File: config.mk
export PLATFORM = sky130hd
export DESIGN_NAME = tap_delay_line_flat
export DESIGN_NICKNAME = d
export VERILOG_FILES = /design/src/rtl/tap_delay_pkg.sv /design/src/rtl/tap_delay_line_if.sv /design/src/rtl/delay_stage.sv /design/src/rtl/tap_delay_line.sv /design/src/flat_wrapper.sv
export SDC_FILE = /design/constraint.sdc
export NUM_CORES = 1
export LEC_CHECK = 0
export CAP_MARGIN = 10
export CORE_ASPECT_RATIO = 1.1
export CORE_MARGIN = 2
export CORE_UTILIZATION = 50
export CTS_CLUSTER_SIZE = 8
export DETAILED_ROUTE_END_ITERATION = 10
export GPL_ROUTABILITY_DRIVEN = 0
export PLACE_DENSITY = 0.72
export SLEW_MARGIN = 15
export SYNTH_ARGS = -nofsm -noshare
export SYNTH_HDL_FRONTEND = slang
export SYNTH_SLANG_ARGS = --single-unit
File: constraint.sdc
create_clock -name clk -period 1.6 [get_ports clk]
set_clock_uncertainty 0.1 [all_clocks]
set_input_delay 0.32 -clock clk [delete_from_list [all_inputs] [get_ports clk]]
set_output_delay 0.32 -clock clk [all_outputs]
set_load 0.05 [all_outputs]
File: src/rtl/tap_delay_pkg.sv
// Shared constants and elaboration helpers for the tap delay line.
// Contents:
//   WIDTH_DEF, DEPTH_DEF, NUM_TAPS_DEF - default parameter values
//   sel_width(depth)                   - tap select width, guarded for depth <= 1
//   cnt_width(depth)                   - fill counter width (counts 0..depth)
//   clamp_sel(sel, depth)              - maps out-of-range tap selects to the last stage
package tap_delay_pkg;

    localparam int unsigned WIDTH_DEF    = 4;
    localparam int unsigned DEPTH_DEF    = 8;
    localparam int unsigned NUM_TAPS_DEF = 2;

    // $clog2(1) is 0, which would give a zero-width select; keep at least one bit.
    function automatic int unsigned sel_width(input int unsigned depth);
        return (depth <= 1) ? 1 : $clog2(depth);
    endfunction

    function automatic int unsigned cnt_width(input int unsigned depth);
        return (depth < 1) ? 1 : $clog2(depth + 1);
    endfunction

    // Only reachable for non-power-of-two depths, where the select can encode
    // indices beyond the last stage.
    function automatic int unsigned clamp_sel(input int unsigned sel, input int unsigned depth);
        return (sel >= depth) ? depth - 1 : sel;
    endfunction

endpackage

File: src/rtl/tap_delay_line_if.sv
// Sample stream and tap bus of the tap delay line.
// Signals:
//   en, flush          - advance / synchronous clear (flush wins)
//   in_valid, in_data  - sample entering stage 0
//   tap_sel            - per-tap stage index
//   tap_data/tap_valid - per-tap read of the selected stage
//   fill_cnt, full     - enabled shifts since reset/flush, saturating at DEPTH
// Modports: master drives the stream and selects, slave is the delay line.
interface tap_delay_line_if
    import tap_delay_pkg::*;
#(
    parameter int unsigned WIDTH    = WIDTH_DEF,
    parameter int unsigned DEPTH    = DEPTH_DEF,
    parameter int unsigned NUM_TAPS = NUM_TAPS_DEF
);
    localparam int unsigned SELW = sel_width(DEPTH);
    localparam int unsigned CNTW = cnt_width(DEPTH);

    logic                               en;
    logic                               flush;
    logic                               in_valid;
    logic [WIDTH-1:0]                   in_data;
    logic [NUM_TAPS-1:0][SELW-1:0]      tap_sel;
    logic [NUM_TAPS-1:0][WIDTH-1:0]     tap_data;
    logic [NUM_TAPS-1:0]                tap_valid;
    logic [CNTW-1:0]                    fill_cnt;
    logic                               full;

    modport master (
        output en, flush, in_valid, in_data, tap_sel,
        input  tap_data, tap_valid, fill_cnt, full
    );

    modport slave (
        input  en, flush, in_valid, in_data, tap_sel,
        output tap_data, tap_valid, fill_cnt, full
    );

endinterface

File: src/rtl/delay_stage.sv
// One stage of the delay line: a WIDTH-bit data register and its valid bit.
// Ports:
//   clk, rstn            - clock, async active-low reset
//   en, flush            - load from input / clear (flush wins)
//   in_valid, in_data    - value loaded on an enabled edge
//   out_valid, out_data  - registered stage contents
module delay_stage
    import tap_delay_pkg::*;
#(
    parameter int unsigned WIDTH = WIDTH_DEF
) (
    input  logic             clk,
    input  logic             rstn,
    input  logic             en,
    input  logic             flush,
    input  logic             in_valid,
    input  logic [WIDTH-1:0] in_data,
    output logic             out_valid,
    output logic [WIDTH-1:0] out_data
);

    logic [WIDTH-1:0] data_q;
    logic             vld_q;

    // Data is captured regardless of in_valid; consumers qualify with the valid bit.
    always_ff @(posedge clk or negedge rstn) begin
        if (!rstn) begin
            data_q <= '0;
            vld_q  <= 1'b0;
        end else if (flush) begin
            data_q <= '0;
            vld_q  <= 1'b0;
        end else if (en) begin
            data_q <= in_data;
            vld_q  <= in_valid;
        end
    end

    assign out_data  = data_q;
    assign out_valid = vld_q;

endmodule

File: src/rtl/tap_delay_line.sv
// Multi-tap delay line: DEPTH stages with per-stage valid, NUM_TAPS runtime-selectable
// taps, stall (en), synchronous flush and a saturating fill counter.
// Ports:
//   clk, rstn - clock, async active-low reset
//   bus       - slave side of tap_delay_line_if (stream in, taps and fill status out)
// A tap with select s shows a sample s+1 enabled edges after it was accepted.
module tap_delay_line
    import tap_delay_pkg::*;
#(
    parameter int unsigned WIDTH    = WIDTH_DEF,
    parameter int unsigned DEPTH    = DEPTH_DEF,
    parameter int unsigned NUM_TAPS = NUM_TAPS_DEF
) (
    input logic             clk,
    input logic             rstn,
    tap_delay_line_if.slave bus
);

    localparam int unsigned SELW = sel_width(DEPTH);
    localparam int unsigned CNTW = cnt_width(DEPTH);

    if (DEPTH < 2) begin : g_depth_chk
        $fatal(1, "tap_delay_line: DEPTH must be >= 2");
    end
    if (NUM_TAPS < 1) begin : g_taps_chk
        $fatal(1, "tap_delay_line: NUM_TAPS must be >= 1");
    end

    logic [WIDTH-1:0] stage_data [DEPTH];
    logic             stage_vld  [DEPTH];

    for (genvar i = 0; i < DEPTH; i++) begin : g_stage
        logic [WIDTH-1:0] d_in;
        logic             v_in;

        if (i == 0) begin : g_head
            assign d_in = bus.in_data;
            assign v_in = bus.in_valid;
        end else begin : g_body
            assign d_in = stage_data[i-1];
            assign v_in = stage_vld[i-1];
        end

        delay_stage #(
            .WIDTH (WIDTH)
        ) u_stage (
            .clk       (clk),
            .rstn      (rstn),
            .en        (bus.en),
            .flush     (bus.flush),
            .in_valid  (v_in),
            .in_data   (d_in),
            .out_valid (stage_vld[i]),
            .out_data  (stage_data[i])
        );
    end

    // Counts enabled shifts, not valid entries, so bubbles still advance it.
    logic [CNTW-1:0] fill_q;

    always_ff @(posedge clk or negedge rstn) begin
        if (!rstn) begin
            fill_q <= '0;
        end else if (bus.flush) begin
            fill_q <= '0;
        end else if (bus.en && (fill_q != CNTW'(DEPTH))) begin
            fill_q <= fill_q + 1'b1;
        end
    end

    assign bus.fill_cnt = fill_q;
    assign bus.full     = (fill_q == CNTW'(DEPTH));

    // Tap reads are pure muxes on registered state; only tap_sel is a comb input.
    logic [SELW-1:0] tap_idx [NUM_TAPS];

    for (genvar k = 0; k < NUM_TAPS; k++) begin : g_tap_idx
        assign tap_idx[k] = SELW'(clamp_sel(32'(bus.tap_sel[k]), DEPTH));
    end

    always_comb begin
        bus.tap_data  = '0;
        bus.tap_valid = '0;
        for (int k = 0; k < NUM_TAPS; k++) begin
            bus.tap_data[k]  = stage_data[tap_idx[k]];
            bus.tap_valid[k] = stage_vld[tap_idx[k]];
        end
    end

endmodule

File: src/flat_wrapper.sv
// flat-port wrapper written by rule: the top's interface ports become plain ports
module tap_delay_line_flat import tap_delay_pkg::*;
#(
    parameter int unsigned WIDTH    = WIDTH_DEF,
    parameter int unsigned DEPTH    = DEPTH_DEF,
    parameter int unsigned NUM_TAPS = NUM_TAPS_DEF
)
  (clk, rstn, bus_en, bus_flush, bus_in_valid, bus_in_data, bus_tap_sel, bus_tap_data, bus_tap_valid, bus_fill_cnt, bus_full);
  tap_delay_line_if #(.WIDTH(WIDTH), .DEPTH(DEPTH), .NUM_TAPS(NUM_TAPS)) bus_i ();
  input logic clk;
  input logic rstn;
  input wire logic [$bits(bus_i.en)-1:0] bus_en;
  input wire logic [$bits(bus_i.flush)-1:0] bus_flush;
  input wire logic [$bits(bus_i.in_valid)-1:0] bus_in_valid;
  input wire logic [$bits(bus_i.in_data)-1:0] bus_in_data;
  input wire logic [$bits(bus_i.tap_sel)-1:0] bus_tap_sel;
  output wire logic [$bits(bus_i.tap_data)-1:0] bus_tap_data;
  output wire logic [$bits(bus_i.tap_valid)-1:0] bus_tap_valid;
  output wire logic [$bits(bus_i.fill_cnt)-1:0] bus_fill_cnt;
  output wire logic [$bits(bus_i.full)-1:0] bus_full;
  assign bus_i.en = bus_en;
  assign bus_i.flush = bus_flush;
  assign bus_i.in_valid = bus_in_valid;
  assign bus_i.in_data = bus_in_data;
  assign bus_i.tap_sel = bus_tap_sel;
  assign bus_tap_data = bus_i.tap_data;
  assign bus_tap_valid = bus_i.tap_valid;
  assign bus_fill_cnt = bus_i.fill_cnt;
  assign bus_full = bus_i.full;
  tap_delay_line #(.WIDTH(WIDTH), .DEPTH(DEPTH), .NUM_TAPS(NUM_TAPS)) u_core (.clk(clk), .rstn(rstn), .bus(bus_i));
endmodule
==> results.json, run 1 <==
{
  "dieHeight_um": 78.1,
  "drc": 0,
  "slowest_delay_ns": 0.48,
  "design_power_total_w": 0.00244,
  "grt_pass1_vias": 2000,
  "antennaDiodeCount": 0,
  "yosysUniqueCellTypes": 17,
  "power_density_nw_per_um2": 682,
  "finalSetupViolations": 12,
  "r2r_slack_ns": -0.03,
  "syn_inst": 188,
  "grt_max_degree": 34,
  "timing.rr.start": "u_core.bus.fill_cnt[0]",
  "synth.top_cell.area_share_pct": 44.2,
  "firstDrtPassIters": 4,
  "cp-startpoint": "u_core.g_stage[6].u_stage.out_data[0]",
  "grtUsageMet3_pct": 3.98,
  "relSlewSlack_pct": 67.0,
  "start_util_pct": 52.8,
  "area_growth_pct": 43.5,
  "critical_path_class": "register to primary output",
  "vias": 1850,
  "drt_iter0_drc": 94,
  "num-fill-cells": 287,
  "total_leakage_power_nw": 1.79,
  "layout-drive-gt1-share_pct": 46.9,
  "grt_usage_pct": 23.2,
  "slew_viol_final": 0,
  "yosysWarnings": 0,
  "io_buffers": 29,
  "clkSinkCount": 44,
  "top_usage_layer": "met2",
  "hold_path.class": "input pin to register",
  "hpwl_mm": 3.85,
  "post_synth.cell_area_avg_sq_um": 13.3,
  "via_per_inst": 5.56,
  "nets": 293,
  "clk_latency_ns": 0.30,
  "final.min_clock_period_ns": 2.05,
  "path_cells": "mux4_2, mux2_4, buf_6",
  "wire_per_inst_um": 18.4,
  "cp-start-kind": "register",
  "yosys.area.top_type": "dfrtp_1",
  "cts-htree-levels": 2,
  "drt_wl_total_mm": 6.13,
  "tightest_slew_ns": 0.494,
  "gr-usage-met1_pct": 29.1,
  "die_x_um": 71.3,
  "violations": "negative setup slack",
  "final_cell_mix": "buf_4, nor2_1, dfrtp_1",
  "grtUsageMet2_pct": 40.6,
  "grt_overflow": 0,
  "rsz0062_at_grt": "true",
  "crit_required_ns": 1.18,
  "dieArea_sq_um": 5570,
  "cts_tree": "done",
  "crit_arrival_ns": 1.63,
  "root_buffer": "clkbuf_8",
  "ant_nets": 0,
  "dp_cells": 303,
  "period_share_pct": 128,
  "hold_start": "bus_en",
  "path_max_fanout": 3,
  "num_rows": 26,
  "maxCapViolCount": 0,
  "cts_made_buffers": 5,
  "synth-seq-cells": 44,
  "synth_fp_nets": 205,
  "grt_pass1_wl_mm": 9.93,
  "synthTopCellsByArea": "dfrtp_1, mux4_1, mux2i_1, nor2_1, mux2_2",
  "fmax_mhz": 488,
  "core_sq_um": 4720,
  "fin_ws_ns": -0.449,
  "clk_transition_reported_paths_ns": 0.09,
  "clockBufferDepth": 2,
  "ir_drop_mv": 0.503,
  "final_common_cell": "buf_4",
  "pin_count": 30,
  "syn-cell-area_sq_um": 2490,
  "ys_seq_area_share_pct": 44.2,
  "end_kind": "primary output",
  "worst_path_max_delay_cell": "mux4_2",
  "finalSetupTns_ns": -4.45,
  "final_cells": 333,
  "status": "finished, violations left",
  "antenna_found_initial": 0,
  "hold_viol_final": 0
}
==> synth_stat cells, drive strengths merged <==
| library cell | number |
|---|---|
| xor2 | 1 |
| inv | 2 |
| ha | 2 |
| clkbuf | 7 |
| buf | 7 |
| dfrtp | 44 |
| nor2 | 44 |
| a21oi | 1 |
| or3b | 1 |
| mux2i | 41 |
| nand4 | 1 |
| o21a | 1 |
| nand2 | 3 |
| nand2b | 2 |
| mux2 | 11 |
| mux4 | 20 |
==> flip-flops by register name (all words and copies together), names as in the netlist <==
register / flops
u_core.g_stage.u_stage.out_valid: 8
u_core.g_stage.u_stage.out_data: 32
u_core.bus.fill_cnt: 4
==> kinds of logic (layout without fill, tap and decap cells) <==
| kind of cell | Yosys count | in the layout | synth area share (%) |
|---|---|---|---|
| mux | 72 | 72 | 42.5 |
| simple gates | 51 | 51 | 8.18 |
| flops | 44 | 44 | 44.2 |
| buf+inv | 16 | 105 | 3.26 |
| fa+ha+maj | 2 | 2 | 1.00 |
| compound gates | 2 | 2 | 0.502 |
| xor+xnor | 1 | 1 | 0.351 |
==> routing by layer <==
metal	vias up	part of all wire, %
li1	847	-
met1	940	40
met2	47	52
met3	16	4.2
met4	0	3.0
met5	-	0
==> worst paths after layout <==
check,endpoint,cells after the start
max,bus_tap_data[4],3
min,u_core.bus.fill_cnt[2],4
max reg2reg,u_core.bus.fill_cnt[0],7
min reg2reg,u_core.g_stage[7].u_stage.out_data[2],2
max in group asynchronous,u_core.g_stage[7].u_stage.out_data[2],3
min in group asynchronous,u_core.g_stage[0].u_stage.out_data[2],2
==> stage by stage <==
stage	utilization (%)	cell area, sq um	setup WS [ns]	hold WS, ns
after floorplan	-	2490	-0.102	-0.0756
after CTS	74.4	3510	-0.441	0.311
final	75.8	3580	-0.449	0.312
after global routing	75.8	3580	-0.490	0.342
after detailed placement	68.2	3220	-0.796	0.211
after global placement	68.2	3220	-0.774	0.194
==> report_power, final <==
group	leakage (nW)	switching [W]	internal [W]
combinational	1.13	0.000210	0.000230
clock	0.0552	0.000386	0.000464
sequential	0.605	0.0000178	0.00113
total	1.79	0.000614	0.00182
==> critical path, delay by kind of cell (launching register included) <==
family	cells	cell delay (ns)
buffers and inverters	1	0.15
multiplexers	2	0.77
flip-flops	1	0.41
==> layout make-up <==
class | count | area, sq um | share of cell area, %
well taps | 56 | 70.1 | 1.96
flip-flops and latches | 44 | 1100 | 30.9
clock buffers | 6 | 72.6 | 2.03
multi-input cells | 128 | 1300 | 36.4
inverters | 2 | 7.51 | 0.210
clock inverters | 2 | 35.0 | 0.980
repair buffers | 95 | 985 | 27.5
==> what timing repair did <==
action | CTS | global route
pin swaps | 2 | 2
gates cloned | 2 | 0
resized for setup | 26 | 0
hold buffers | 1 | 0
setup endpoints to repair | 11 | 11
endpoints found under the hold margin | 19 | 0
buffers inserted | 10 | 9
Power figures use the tool's default switching activity.
==> inputs of run 2 (changes only) <==
--- a/config.mk
+++ b/config.mk
@@ -12,8 +12,9 @@
 export CTS_CLUSTER_SIZE = 8
 export DETAILED_ROUTE_END_ITERATION = 10
 export GPL_ROUTABILITY_DRIVEN = 0
-export PLACE_DENSITY = 0.72
+export PLACE_DENSITY = 0.71
 export SLEW_MARGIN = 15
 export SYNTH_ARGS = -nofsm -noshare
 export SYNTH_HDL_FRONTEND = slang
+export SYNTH_HIERARCHICAL = 1
 export SYNTH_SLANG_ARGS = --single-unit
==> run 2 against run 1 <==
Compared with the run above: routed wire length grew 2.1%; flip-flop and latch count is the same; combinational power grew 4%; critical path depth is the same; critical path type unchanged; hold slack gained 0.018 ns; sequential power is essentially flat; highest routed layer unchanged; sequential share of layout area grew 0.22 points; via count shrank 0.70%; the run still ends with negative setup slack left; final cell count shrank 2.4%; non-clock buffer count shrank 10; power grew 0.44%.
==> results.json, run 2 <==
{
  "status": "finished, violations left",
  "violations": "negative setup slack",
  "grt_pass1_vias": 1984,
  "root_buffer": "clkbuf_8",
  "yosys.area.top_type": "dfrtp_1",
  "antenna_found_initial": 0,
  "highest_layer": "met4",
  "ir_drop_mv": 0.497,
  "reg2reg_to": "u_core/bus.fill_cnt[0]",
  "r2r_slack_ns": 0.08,
  "num_rows": 27,
  "clkSinkCount": 44,
  "period_share_pct": 129,
  "firstDrtPassIters": 4,
  "cts_made_buffers": 5,
  "dieArea_sq_um": 5660,
  "synth_top_cells_by_count": "dfrtp_1, nor2_1, mux2i_1",
  "final.min_clock_period_ns": 2.07,
  "grt_pass1_wl_mm": 10.2,
  "met1_length_mm": 2.57,
  "yosysWarnings": 6,
  "wl_met3_um": 211,
  "via_per_inst": 5.65,
  "whs_path_depth": 4,
  "drc": 0,
  "clk_transition_reported_paths_ns": 0.09,
  "pin_count": 30,
  "maxCapViolCount": 0,
  "drt_wl_total_mm": 6.26,
  "die_x_um": 71.9,
  "synthTopCellsByArea": "dfrtp_1, mux4_1, mux2i_1, nor2_1, mux2_2",
  "cp-startpoint": "u_core/g_stage[0].u_stage/out_data[2]",
  "clk_latency_ns": 0.30,
  "nets": 283,
  "cts_tree": "done",
  "ys_seq_area_share_pct": 43.4,
  "drt_iter0_drc": 115,
  "wire_per_inst_um": 19.3,
  "fin_ws_ns": -0.466,
  "synth_fp_nets": 203,
  "timing.rr.start": "u_core/bus.fill_cnt[0]",
  "path_max_fanout": 3,
  "grt_usage_pct": 24.6,
  "layout-drive-gt1-share_pct": 44.9,
  "io_buffers": 29,
  "clockBufferDepth": 2,
  "syn-cell-area_sq_um": 2540,
  "async_flop_share_pct": 100,
  "utilization_pct": 71.5,
  "cp-start-kind": "register",
  "r2r_cells": 6,
  "area_growth_pct": 39.9,
  "crit_arrival_ns": 1.65,
  "slew_viol_final": 0,
  "synth_ff_type": "dfrtp_1",
  "hold_path.class": "input pin to register",
  "relSlewSlack_pct": 68.7,
  "fmax_mhz": 484,
  "final_common_cell": "nor2_1",
  "core_sq_um": 4970,
  "power_density_nw_per_um2": 690,
  "tightest_slew_ns": 0.470,
  "vias": 1837,
  "grt_overflow": 0,
  "wl_met2_mm": 3.31,
  "ant_nets": 0,
  "hold_viol_final": 0,
  "synth_edf_count": 0,
  "crit_required_ns": 1.18,
  "largest_reg_flops": 32,
  "synth-seq-cells": 44,
  "synth.top_cell.area_share_pct": 43.4,
  "start_util_pct": 51.1,
  "post_synth.cell_area_avg_sq_um": 13.6,
  "cts-htree-levels": 2,
  "hpwl_mm": 4.11,
  "total_leakage_power_nw": 1.76,
  "whs_endpoint": "u_core/bus.fill_cnt[2]",
  "finalSetupViolations": 11,
  "yosysUniqueCellTypes": 16,
  "grt_max_degree": 32,
  "final_cell_mix": "nor2_1, buf_4, dfrtp_1",
  "end_kind": "primary output",
  "rsz0062_at_grt": "true",
  "syn_inst": 186,
  "dieHeight_um": 78.7,
  "critical_path_class": "register to primary output",
  "antennaDiodeCount": 0,
  "design_power_total_w": 0.00245,
  "hold_start": "bus_en"
}
==> run 2: changes by cell type after synthesis, sizes merged <==
cell    delta
clkbuf     -5
buf        +3
==> run 2: power breakdown <==
| group | internal (W) | switching, W | leakage, nW |
|---|---|---|---|
| Sequential | 0.00113 | 0.0000195 | 0.605 |
| Clock | 0.000463 | 0.000378 | 0.0552 |
| Combinational | 0.000246 | 0.000212 | 1.10 |
| Total | 0.00184 | 0.000609 | 1.76 |
==> run 2: worst max-delay path: stages (launching register included) <==
cell     delay, ns
dfrtp_1       0.42
mux4_2        0.47
mux2_4        0.29
buf_6         0.15
==> run 2: worst max path at each step <==
stage / cells after the start / to / slack (ns)
after floorplan: 3 / bus_tap_data[2] / -0.10
after global placement: 5 / bus_tap_data[5] / -0.77
after detailed placement: 5 / bus_tap_data[2] / -0.83
after CTS: 3 / bus_tap_data[6] / -0.46
after global routing: 3 / bus_tap_data[5] / -0.51
final: 3 / bus_tap_data[6] / -0.47
==> run 2: timing repair <==
item,in CTS,in global routing
hold endpoints to repair,19,0
endpoints found under the setup margin,11,11
pin swaps,2,2
setup buffers,10,3
hold buffers,1,0
gates cloned,4,0
gates resized for setup,27,0
==> run 2: per-stage QoR <==
step                      hold slack (ns)  cell area, sq um  instances  worst slack [ns]  TNS (ns)
after detailed placement            0.205              3170        299            -0.827     -8.05
after global placement              0.188              3170        299            -0.770     -7.64
after floorplan                   -0.0756              2540        186            -0.102     -1.02
final                               0.330              3550        325            -0.466     -4.58
after CTS                           0.336              3530        322            -0.457     -4.54
after global routing                0.361              3550        325            -0.514     -5.04
==> run 2: final cells by class <==
class	count	area, sq um
Timing Repair Buffer	85	957
Tap cell	58	72.6
Multi-Input combinational cell	128	1300
Sequential cell	44	1100
Clock buffer	6	72.6
Clock inverter	2	35.0
Inverter	2	7.51
Fill cell	326	1420
==> run 2: logic make-up (layout without fill, tap and decap cells) <==
| group | after synthesis | after routing | share of synthesized area, % |
|---|---|---|---|
| buffers and inverters | 14 | 95 | 5.03 |
| AND/OR/NAND/NOR | 51 | 51 | 8.03 |
| multiplexers | 72 | 72 | 41.7 |
| adder cells (fa/ha/maj) | 2 | 2 | 0.986 |
| AO/OA/AOI/OAI | 2 | 2 | 0.493 |
| XOR/XNOR | 1 | 1 | 0.345 |
| flip-flops | 44 | 44 | 43.4 |
==> run 2: metal layers <==
| layer | vias to the layer above | track usage (%) |
|---|---|---|
| li1 | 835 | - |
| met1 | 939 | 30.4 |
| met2 | 50 | 41.7 |
| met3 | 13 | 4.70 |
| met4 | 0 | 11.1 |
| met5 | - | 0 |
==> inputs of run 3 (changes only) <==
--- a/config.mk
+++ b/config.mk
@@ -13,6 +13,7 @@
 export DETAILED_ROUTE_END_ITERATION = 10
 export GPL_ROUTABILITY_DRIVEN = 0
 export PLACE_DENSITY = 0.71
+export RECOVER_POWER = 50
 export SLEW_MARGIN = 15
 export SYNTH_ARGS = -nofsm -noshare
 export SYNTH_HDL_FRONTEND = slang
==> run 3 against run 2 <==
Compared with the run above: the flow still finishes with violations (negative setup slack); power shrank 0.31%; routed wire length shrank 0.29%; hold slack gained 0.077 ns; sequential share of layout area grew 0.22 points; combinational power shrank 2%; die area is the same; core utilization shrank 0.50 points; register-to-register slack is essentially flat; critical path type unchanged.
==> results.json, run 3 (same netlist as run 2, synthesis figures left out) <==
{
  "critical_path_class": "register to primary output",
  "die_x_um": 71.9,
  "power_density_nw_per_um2": 693,
  "clk_transition_reported_paths_ns": 0.09,
  "drt_wl_total_mm": 6.24,
  "p_sw_share_pct": 24.9,
  "nets": 283,
  "maxCapViolCount": 0,
  "drc": 0,
  "rsz0062_at_grt": "true",
  "cts-htree-levels": 2,
  "relSlewSlack_pct": 58.2,
  "cp-start-kind": "register",
  "final_cell_mix": "nor2_1, dfrtp_1, buf_4, mux2i_1, mux4_2",
  "fin_ws_ns": -0.467,
  "combinationalPowerShare_pct": 18.4,
  "largest_reg_flops": 32,
  "cts_tree": "done",
  "ir_drop_mv": 0.497,
  "clockBufferDepth": 2,
  "core_sq_um": 4970,
  "finalSetupViolations": 12,
  "grt_overflow": 0,
  "p_sw_w": 0.000609,
  "crit_arrival_ns": 1.65,
  "drt_iter0_drc": 115,
  "grt_max_degree": 32,
  "hpwl_mm": 4.11,
  "finalSetupTns_ns": -4.61,
  "via_per_inst": 5.66,
  "utilization_pct": 71.0,
  "grt_pass1_vias": 1984,
  "start_util_pct": 51.1,
  "pin_count": 30,
  "status": "finished, violations left",
  "ant_nets": 0,
  "dieHeight_um": 78.7,
  "num_rows": 27,
  "layout-drive-gt1-share_pct": 44.6,
  "grt_pass1_wl_mm": 10.2,
  "crit_required_ns": 1.18,
  "period_share_pct": 129,
  "root_buffer": "clkbuf_8",
  "antenna_found_initial": 0,
  "fmax_mhz": 484,
  "clk_latency_ns": 0.31,
  "grt_usage_pct": 24.6,
  "dieArea_sq_um": 5660,
  "antennaDiodeCount": 0,
  "violations": "negative setup slack",
  "final.min_clock_period_ns": 2.07,
  "hold_path.class": "input pin to register",
  "end_kind": "primary output",
  "cts_made_buffers": 5,
  "design_power_total_w": 0.00244,
  "pwr-share-seq_pct": 47.1,
  "internal_power_w": 0.00183,
  "hold_viol_final": 0,
  "p_clk_share_pct": 34.5,
  "vias": 1840,
  "final_common_cell": "nor2_1",
  "clkSinkCount": 44,
  "path_max_fanout": 3,
  "tightest_slew_ns": 0.627,
  "total_leakage_power_nw": 1.75,
  "firstDrtPassIters": 5,
  "area_growth_pct": 38.9,
  "wire_per_inst_um": 19.2,
  "slew_viol_final": 0,
  "io_buffers": 29
}
-- run 3: cell count changes in the layout (fill, tap and decap cells not counted), sizes merged --
cell and delta:
clkbuf +5, buf -5
-- run 3: cell type report --
type | count | area (sq um)
inverters | 2 | 7.51
repair buffers | 85 | 932
fillers | 331 | 1440
clock buffers | 6 | 72.6
multi-input cells | 128 | 1300
flip-flops and latches | 44 | 1100
well taps | 58 | 72.6
clock inverters | 2 | 35.0
-- run 3: metal layers --
metal / routed length (um) / part of all wire (%) / vias to the layer above / GRT usage [%]
li1: - / - / 835 / -
met3: 205 / 3.3 / 15 / 4.70
met4: 182 / 2.9 / 0 / 11.1
met1: 2590 / 41 / 939 / 30.4
met2: 3270 / 52 / 51 / 41.7
met5: 0 / 0 / - / 0
-- run 3: what timing repair did --
action / in CTS / in global routing
hold buffers: 1 / 0
hold endpoints to repair: 19 / 0
gates resized for setup: 27 / 0
gates cloned: 4 / 0
pin swaps: 2 / 2
buffers inserted: 10 / 3
setup endpoints to repair: 11 / 11
-- run 3: worst paths after layout --
check                                                      startpoint                                     to  slack, ns  cells past startpoint
worst max-delay path            u_core/g_stage[0].u_stage/out_data[2]                        bus_tap_data[6]      -0.47                      3
worst min-delay path                                           bus_en                 u_core/bus.fill_cnt[1]       0.41                      3
worst max register to register                 u_core/bus.fill_cnt[0]                 u_core/bus.fill_cnt[0]       0.08                      6
worst min register to register  u_core/g_stage[7].u_stage/out_data[3]  u_core/g_stage[7].u_stage/out_data[3]       0.47                      2
max in group asynchronous                                        rstn  u_core/g_stage[5].u_stage/out_data[2]       0.37                      3
min in group asynchronous                                        rstn  u_core/g_stage[3].u_stage/out_data[3]       0.43                      2
-- run 3: per-stage QoR --
stage          cells  hold slack [ns]  setup slack (ns)  cell area (sq um)
6_report         325            0.407            -0.467               3530
5_1_grt          325            0.425            -0.514               3530
4_1_cts          322            0.336            -0.457               3530
3_5_place_dp     299            0.205            -0.827               3170
3_3_place_gp     299            0.188            -0.770               3170
2_1_floorplan    186          -0.0756            -0.102               2540
-- run 3: worst max-delay path: stages (launching register included) --
cell and delay [ns]:
dfrtp_1 0.42, mux4_2 0.47, mux2_4 0.29, buf_6 0.15
-- run 3: power by group through the flow --
| stage | clock network, W | logic, W | registers (W) |
|---|---|---|---|
| floorplan | 0 | 0.000195 | 0.00119 |
| global route | 0.000905 | 0.000474 | 0.00115 |
| detailed placement | 0 | 0.000389 | 0.00118 |
| CTS | 0.000847 | 0.000460 | 0.00115 |
| global placement | 0 | 0.000374 | 0.00118 |
| finish | 0.000842 | 0.000449 | 0.00115 |
